### src/rtl/adma_dm_pkg.sv
// Shared AXI encodings for the ADMA data mover hosts.
package adma_dm_pkg;

  localparam logic [1:0] RESP_OKAY   = 2'b00;
  localparam logic [1:0] RESP_EXOKAY = 2'b01;
  localparam logic [1:0] RESP_SLVERR = 2'b10;
  localparam logic [1:0] RESP_DECERR = 2'b11;

  localparam logic [1:0] BURST_FIXED = 2'b00;
  localparam logic [1:0] BURST_INCR  = 2'b01;
  localparam logic [1:0] BURST_WRAP  = 2'b10;

  // SLVERR and DECERR both carry bit 1.
  function automatic logic resp_is_err(input logic [1:0] resp);
    return resp[1];
  endfunction

endpackage

### src/rtl/adma_dm_axi_w.sv
// Write-data side of the ADMA write host: burst length queue, beat counter, WLAST.
// Build macro ADMA_DM_WR_W_AFTER_AW_EN holds each burst's beats until its AW handshake.
module adma_dm_axi_w
  import adma_dm_pkg::*;
#(
  parameter int DEPTH = 4,
  parameter int LEN_W = 8
) (
  input  logic             clk,
  input  logic             rst,
  input  logic             i_push,
  input  logic [LEN_W-1:0] i_push_len,
  input  logic             i_aw_hs,
  input  logic             i_wvalid,
  input  logic             i_wready,
  output logic             o_wvalid,
  output logic             o_wready,
  output logic             o_wlast,
  output logic             o_full
);

  localparam int IDX_W = (DEPTH > 1) ? $clog2(DEPTH) : 1;
  localparam int CNT_W = $clog2(DEPTH + 1);

  logic [LEN_W-1:0] r_len [DEPTH];
  logic [IDX_W-1:0] r_wptr;
  logic [IDX_W-1:0] r_rptr;
  logic [CNT_W-1:0] r_cnt;
  logic [LEN_W-1:0] r_beat;
  logic             w_empty;
  logic             w_head_ok;
  logic             w_push;
  logic             w_hs;
  logic             w_pop;

  function automatic logic [IDX_W-1:0] ptr_inc(input logic [IDX_W-1:0] p);
    return (p == IDX_W'(DEPTH - 1)) ? IDX_W'(0) : p + IDX_W'(1);
  endfunction

  assign w_empty = (r_cnt == CNT_W'(0));
  assign o_full  = (r_cnt == CNT_W'(DEPTH));
  assign w_push  = i_push & ~o_full;

`ifdef ADMA_DM_WR_W_AFTER_AW_EN
  logic [DEPTH-1:0] r_issued;
  logic [IDX_W-1:0] w_aw_idx;

  // The AW register always carries the most recently pushed burst.
  assign w_aw_idx  = (r_wptr == IDX_W'(0)) ? IDX_W'(DEPTH - 1) : r_wptr - IDX_W'(1);
  assign w_head_ok = ~w_empty & r_issued[r_rptr];

  always_ff @(posedge clk or posedge rst) begin
    if (rst) begin
      r_issued <= '0;
    end else begin
      if (w_push) r_issued[r_wptr] <= 1'b0;
      if (i_aw_hs) r_issued[w_aw_idx] <= 1'b1;
    end
  end
`else
  logic w_unused_aw_hs;

  assign w_unused_aw_hs = i_aw_hs;
  assign w_head_ok      = ~w_empty;
`endif

  assign o_wvalid = i_wvalid & w_head_ok;
  assign o_wready = i_wready & w_head_ok;
  assign w_hs     = i_wvalid & i_wready & w_head_ok;
  assign o_wlast  = w_head_ok & (r_beat == r_len[r_rptr]);
  assign w_pop    = w_hs & o_wlast;

  always_ff @(posedge clk) begin
    if (w_push) r_len[r_wptr] <= i_push_len;
  end

  always_ff @(posedge clk or posedge rst) begin
    if (rst) begin
      r_wptr <= '0;
      r_rptr <= '0;
      r_cnt  <= '0;
      r_beat <= '0;
    end else begin
      if (w_push) r_wptr <= ptr_inc(r_wptr);
      if (w_pop) r_rptr <= ptr_inc(r_rptr);
      if (w_push && !w_pop) r_cnt <= r_cnt + CNT_W'(1);
      else if (!w_push && w_pop) r_cnt <= r_cnt - CNT_W'(1);
      if (w_pop) r_beat <= '0;
      else if (w_hs) r_beat <= r_beat + LEN_W'(1);
    end
  end

endmodule

### src/rtl/adma_dm_wr_host.sv
// ADMA data mover AXI4 write host: AW issue, W streaming and B decode per channel.
// Build macro ADMA_DM_WR_W_AFTER_AW_EN holds W beats until their burst's AW completes.
module adma_dm_wr_host
  import adma_dm_pkg::*;
#(
  parameter int  DMA_CHN_NUM    = 4,
  parameter int  DST_ADDR_W     = 32,
  parameter int  MST_ID_W       = 5,
  parameter int  ATX_LEN_W      = 8,
  parameter int  ATX_RESP_W     = 2,
  parameter int  ATX_DST_DATA_W = 256,
  parameter int  ATX_NUM_OSTD   = DMA_CHN_NUM,
  localparam int DMA_CHN_NUM_W  = (DMA_CHN_NUM > 1) ? $clog2(DMA_CHN_NUM) : 1
) (
  input  logic                                  clk,
  input  logic                                  rst,
  input  logic [DMA_CHN_NUM_W-1:0]              atx_chn_id,
  input  logic [MST_ID_W-1:0]                   atx_awid,
  input  logic [DST_ADDR_W-1:0]                 atx_awaddr,
  input  logic [ATX_LEN_W-1:0]                  atx_awlen,
  input  logic [1:0]                            atx_awburst,
  input  logic                                  atx_vld,
  output logic                                  atx_rdy,
  input  logic [ATX_DST_DATA_W-1:0]             atx_wdata,
  input  logic                                  atx_wdata_vld,
  output logic                                  atx_wdata_rdy,
  input  logic [DMA_CHN_NUM-1:0][MST_ID_W-1:0]  atx_id,
  output logic [DMA_CHN_NUM-1:0]                atx_done,
  output logic [DMA_CHN_NUM-1:0]                atx_dst_err,
  output logic [MST_ID_W-1:0]                   m_awid_o,
  output logic [DST_ADDR_W-1:0]                 m_awaddr_o,
  output logic [ATX_LEN_W-1:0]                  m_awlen_o,
  output logic [1:0]                            m_awburst_o,
  output logic                                  m_awvalid_o,
  input  logic                                  m_awready_i,
  output logic [ATX_DST_DATA_W-1:0]             m_wdata_o,
  output logic [ATX_DST_DATA_W/8-1:0]           m_wstrb_o,
  output logic                                  m_wlast_o,
  output logic                                  m_wvalid_o,
  input  logic                                  m_wready_i,
  input  logic [MST_ID_W-1:0]                   m_bid_i,
  input  logic [ATX_RESP_W-1:0]                 m_bresp_i,
  input  logic                                  m_bvalid_i,
  output logic                                  m_bready_o
);

  localparam int OSTD_W = $clog2(ATX_NUM_OSTD + 1);

  logic                   r_aw_vld;
  logic [MST_ID_W-1:0]    r_awid;
  logic [DST_ADDR_W-1:0]  r_awaddr;
  logic [ATX_LEN_W-1:0]   r_awlen;
  logic [1:0]             r_awburst;
  logic [OSTD_W-1:0]      r_ostd;
  logic                   r_bready;
  logic [DMA_CHN_NUM-1:0] r_done;
  logic [DMA_CHN_NUM-1:0] r_err;
  logic                   w_q_full;
  logic                   w_accept;
  logic                   w_aw_hs;
  logic                   w_b_hs;
  logic                   w_ostd_dec;
  logic [DMA_CHN_NUM-1:0] w_bid_match;
  logic                   w_unused;

  assign w_unused = ^atx_chn_id;

  // r_bready doubles as the "out of reset" qualifier so atx_rdy is 0 while in reset.
  assign atx_rdy    = r_bready & (~r_aw_vld | m_awready_i) & ~w_q_full &
                      (r_ostd < OSTD_W'(ATX_NUM_OSTD));
  assign w_accept   = atx_vld & atx_rdy;
  assign w_aw_hs    = r_aw_vld & m_awready_i;
  assign w_b_hs     = m_bvalid_i & r_bready;
  assign w_ostd_dec = w_b_hs & (r_ostd != OSTD_W'(0));

  assign m_awvalid_o = r_aw_vld;
  assign m_awid_o    = r_awid;
  assign m_awaddr_o  = r_awaddr;
  assign m_awlen_o   = r_awlen;
  assign m_awburst_o = r_awburst;
  assign m_wdata_o   = atx_wdata;
  assign m_wstrb_o   = '1;
  assign m_bready_o  = r_bready;
  assign atx_done    = r_done;
  assign atx_dst_err = r_err;

  always_ff @(posedge clk or posedge rst) begin
    if (rst) begin
      r_aw_vld  <= 1'b0;
      r_awid    <= '0;
      r_awaddr  <= '0;
      r_awlen   <= '0;
      r_awburst <= '0;
    end else if (w_accept) begin
      r_aw_vld  <= 1'b1;
      r_awid    <= atx_awid;
      r_awaddr  <= atx_awaddr;
      r_awlen   <= atx_awlen;
      r_awburst <= atx_awburst;
    end else if (w_aw_hs) begin
      r_aw_vld  <= 1'b0;
    end
  end

  // A B response with nothing outstanding is dropped from the count.
  always_ff @(posedge clk or posedge rst) begin
    if (rst) begin
      r_ostd   <= '0;
      r_bready <= 1'b0;
    end else begin
      r_bready <= 1'b1;
      if (w_accept && !w_ostd_dec) r_ostd <= r_ostd + OSTD_W'(1);
      else if (!w_accept && w_ostd_dec) r_ostd <= r_ostd - OSTD_W'(1);
    end
  end

  always_comb begin
    w_bid_match = '0;
    for (int i = 0; i < DMA_CHN_NUM; i++) begin
      w_bid_match[i] = (m_bid_i == atx_id[i]);
    end
  end

  always_ff @(posedge clk or posedge rst) begin
    if (rst) begin
      r_done <= '0;
      r_err  <= '0;
    end else begin
      r_done <= w_b_hs ? w_bid_match : '0;
      if (w_b_hs && resp_is_err(m_bresp_i)) r_err <= r_err | w_bid_match;
    end
  end

  adma_dm_axi_w #(
    .DEPTH (ATX_NUM_OSTD),
    .LEN_W (ATX_LEN_W)
  ) u_axi_w (
    .clk        (clk),
    .rst        (rst),
    .i_push     (w_accept),
    .i_push_len (atx_awlen),
    .i_aw_hs    (w_aw_hs),
    .i_wvalid   (atx_wdata_vld),
    .i_wready   (m_wready_i),
    .o_wvalid   (m_wvalid_o),
    .o_wready   (atx_wdata_rdy),
    .o_wlast    (m_wlast_o),
    .o_full     (w_q_full)
  );

endmodule

### config.mk
export PLATFORM = sky130hd
export DESIGN_NAME = adma_dm_wr_host
export DESIGN_NICKNAME = d
export VERILOG_FILES = /design/src/rtl/adma_dm_pkg.sv /design/src/rtl/adma_dm_axi_w.sv /design/src/rtl/adma_dm_wr_host.sv
export SDC_FILE = /design/constraint.sdc
export NUM_CORES = 1
export LEC_CHECK = 0
export BUFFER_PORTS_ARGS = -buffer_cell sky130_fd_sc_hd__buf_2
export CELL_PAD_IN_SITES_DETAIL_PLACEMENT = 0
export CELL_PAD_IN_SITES_GLOBAL_PLACEMENT = 1
export CORE_AREA = 2 2 269 271
export CTS_BUF_LIST = sky130_fd_sc_hd__clkbuf_16
export CTS_CLUSTER_SIZE = 14
export DETAILED_ROUTE_END_ITERATION = 16
export DIE_AREA = 0 0 271 273
export MAX_ROUTING_LAYER = met4
export PLACE_DENSITY_LB_ADDON = 0.12
export SLEW_MARGIN = 20
export SYNTH_ARGS = -nofsm -noshare
export SYNTH_HDL_FRONTEND = slang
export SYNTH_SLANG_ARGS = --single-unit
### constraint.sdc
create_clock -name clk -period 8.2 [get_ports clk]
set_input_delay 1.64 -clock clk [delete_from_list [all_inputs] [get_ports clk]]
set_output_delay 1.64 -clock clk [all_outputs]
set_load 0.01 [all_outputs]
==> results.md <==
- Worst Hold Class: reg2reg
- Status: finished, final reports clean
- # resized after CTS: 0
- Area of the multi-input gates: 1844 um2
- Share of the synthesized area in the top cell type: 31.61%
- Die Y-Extent: 273 um
- RSZ-0062 raised after global routing: no
- Final TNS setup: 0 ns
- Setup violators final: 0
- H-tree levels: 3
- CTS tree: done
- Fin crit period: 4.748 ns
- Row count: 98
- First DRT Iteration DRCs: 98
- Via count: between 3000 and 4000
- Post-synth top flop: dfrtp_1
- Asr flop ratio synth: 70.09%
- First-pass iteration count of the detailed router: 4
- CTS sink cnt: 107
- Req. time, crit path: about 6.6 ns
- Vias in the first global route: 4209
- WP data arrival: 3.11 ns
- Netlist cell types: 40
- CP Capture Type: output pin
- Die ar.: 73980 um2
- I/O Pins: 688
- Max Cap Viol: 0
- Tot Pwr: 1.875 mW
- Fmax: 210.6 MHz
- Nets@finish: 949
- Average size of a mapped cell: 9.487 um2
- Core region area: slightly above 70000 um2
- Gr ovfl total: 0
- Initial antenna violation count: 5
- Final Skew: 0.01080 ns
- Share of post-route cells with drive strength above 1: 28.43%
- Number of flops mapped to enable cells by yosys: 32
- Drt total wl: 20860 um
- Routed Antenna Nets: 0
- Average wire per standard cell: around 13 um
- Critical path class: reg2out
- Initial core utilization: 9.635%
- Maximum vdd drop: approximately 0.11 mV
- Count leader, synth: buf_4
- First-pass GRT wire length: 29570 um
- Post-CTS setup buffers: 0
- Leakage: 2.963 nW
- Die width: 271 um
- Post-Layout Cell Count: 1558
- CP startpoint kind: flip-flop
- Worst slew margin relative to its limit: 45.87%
- PortBufs: 140
- Total CTS buffers: 9
- Final Wtd Congestion: 0.6227
- Clock Path Buffers: 2
- Fin. max-slew vios: 0
- Post-route clock period utilization: 57.90%
- Yosys top cell by area: buf_4
- Hold-fix buffer count after cts: 0
- Largest net degree at the start of global routing: 51
- Synth Cell Area: 6840 um2
- Pwr dens: 270.3 nW/um2
- Cell count after placement: 1539
- CTS root buffer: clkbuf_16
- Utilization of the core after routing: ~9.8%
- Synth warn: 0
- Post-synthesis cell count: 721
- Clock Pin Slew Worst Setup and Hold Paths: ~0.090 ns
- Seq/Total Area, Yosys: 41.49%
- Via-to-Cell Ratio: about 2.5
- Most instantiated cells after synthesis: buf_4, nand2_1, dfrtp_1, edfxtp_1, xor2_1
- P&R area growth vs syn: 1.408%
- Storage cell area: between 2000 and 3000 um2
- Later-pin clock latency in the skew report: a little under 0.4 ns
- Peak fanout along the critical path: 13
- Gr usage total: between 5 and 6%
- Final hold viol count: 0
- Largest cells by area after synthesis: buf_4, dfrtp_1, edfxtp_1, nand2_1, xor2_1
- Dpl hpwl: 14990 um
- Worst-margin pin slew: 0.8119 ns
- Synth Register Bits: between 100 and 150
- DRC: 0
- Filler cells: 8231
[flip-flops by register name, summed over array words and instances (netlist names), 3 cells and up]
name	flops
r_ostd	3
u_axi_w.r_cnt	3
atx_done	4
atx_dst_err	4
m_awid_o	5
u_axi_w.r_len	32
m_awlen_o	8
m_awaddr_o	32
u_axi_w.r_beat	8
[worst max-delay path: stages, from the launching register on]
cell and delay (ns):
dfrtp_1 0.72, mux4_2 0.61, xor2_1 0.16, a211oi_2 0.21, o2111ai_2 0.29, nor2_1 0.47, buf_2 0.23
[final timing paths]
check / endpoint / startpoint / cells after the start / slack [ns]
worst max-delay path: m_wlast_o / u_axi_w.r_rptr[0] / 6 / 3.45
worst min-delay path: m_awaddr_o[8] / m_awaddr_o[8] / 2 / 0.47
worst max register to register: u_axi_w.r_cnt[1] / u_axi_w.r_rptr[0] / 9 / 4.75
worst min register to register: m_awaddr_o[8] / m_awaddr_o[8] / 2 / 0.47
max in group asynchronous: m_awid_o[2] / rst / 3 / 5.80
min in group asynchronous: m_awaddr_o[25] / rst / 2 / 1.29
[cells by family after synthesis]
family	after synthesis	synth area share (%)
flops	107	41.49
xor+xnor	36	4.609
other cells	1	0.05482
buf+inv	315	33.35
compound gates	26	2.488
fa+ha+maj	10	2.049
simple gates	207	12.51
mux	19	3.457
[final cells by class]
cell class	instances	area share, %
repair buffers	143	10.43
clock buffers	9	3.247
flip-flops and latches	107	40.91
inverters	8	0.4690
well taps	950	17.14
diodes	3	0.1082
multi-input cells	331	26.59
clock inverters	7	1.118
[where the power goes]
group          internal, mW  switching (mW)  total [mW]
sequential            0.706           0.107       0.813
combinational         0.228           0.347       0.574
clock                 0.218           0.270       0.488
[layer usage]
metal	routed length (um)	part of all wire, %	global-route usage, %
met1	8783	42	6.426
met2	8451	41	7.376
met3	3177	15	4.595
met4	447	2.1	2.646
met5	0	0	-
[through the flow]
stage	worst slack (ns)	hold WS [ns]	cell area, um2
2_1_floorplan	4.326	0.4492	6960
3_3_place_gp	3.755	0.4547	6626
3_5_place_dp	3.767	0.4567	6626
4_1_cts	3.298	0.4803	6929
5_1_grt	3.170	0.4947	6937
6_report	3.452	0.4714	6937
[placed cells by master (no fill, tap or decap), drive strengths merged]
master and instances:
o311ai 1, o22ai 2, nor2 12, nand2b 1
a21oi 6, o21bai 4, xnor2 14, or2 1
mux2 4, diode 3, or3 3, mux2i 12
nand3b 1, nand2 160, clkinv 3, xor2 22
a2bb2oi 1, clkbuf 9, ha 8, nor3b 1
dfrtp 75, conb 33, o211ai 1, nor3 10
buf 143, o21ai 9, o2111ai 1, a211oi 1
and3 5, fa 2, and2 2, edfxtp 32
nor4 1, mux4 3, inv 11, nand3 8
nor2b 2, clkinvlp 1
(Power assumes the default switching activity.)
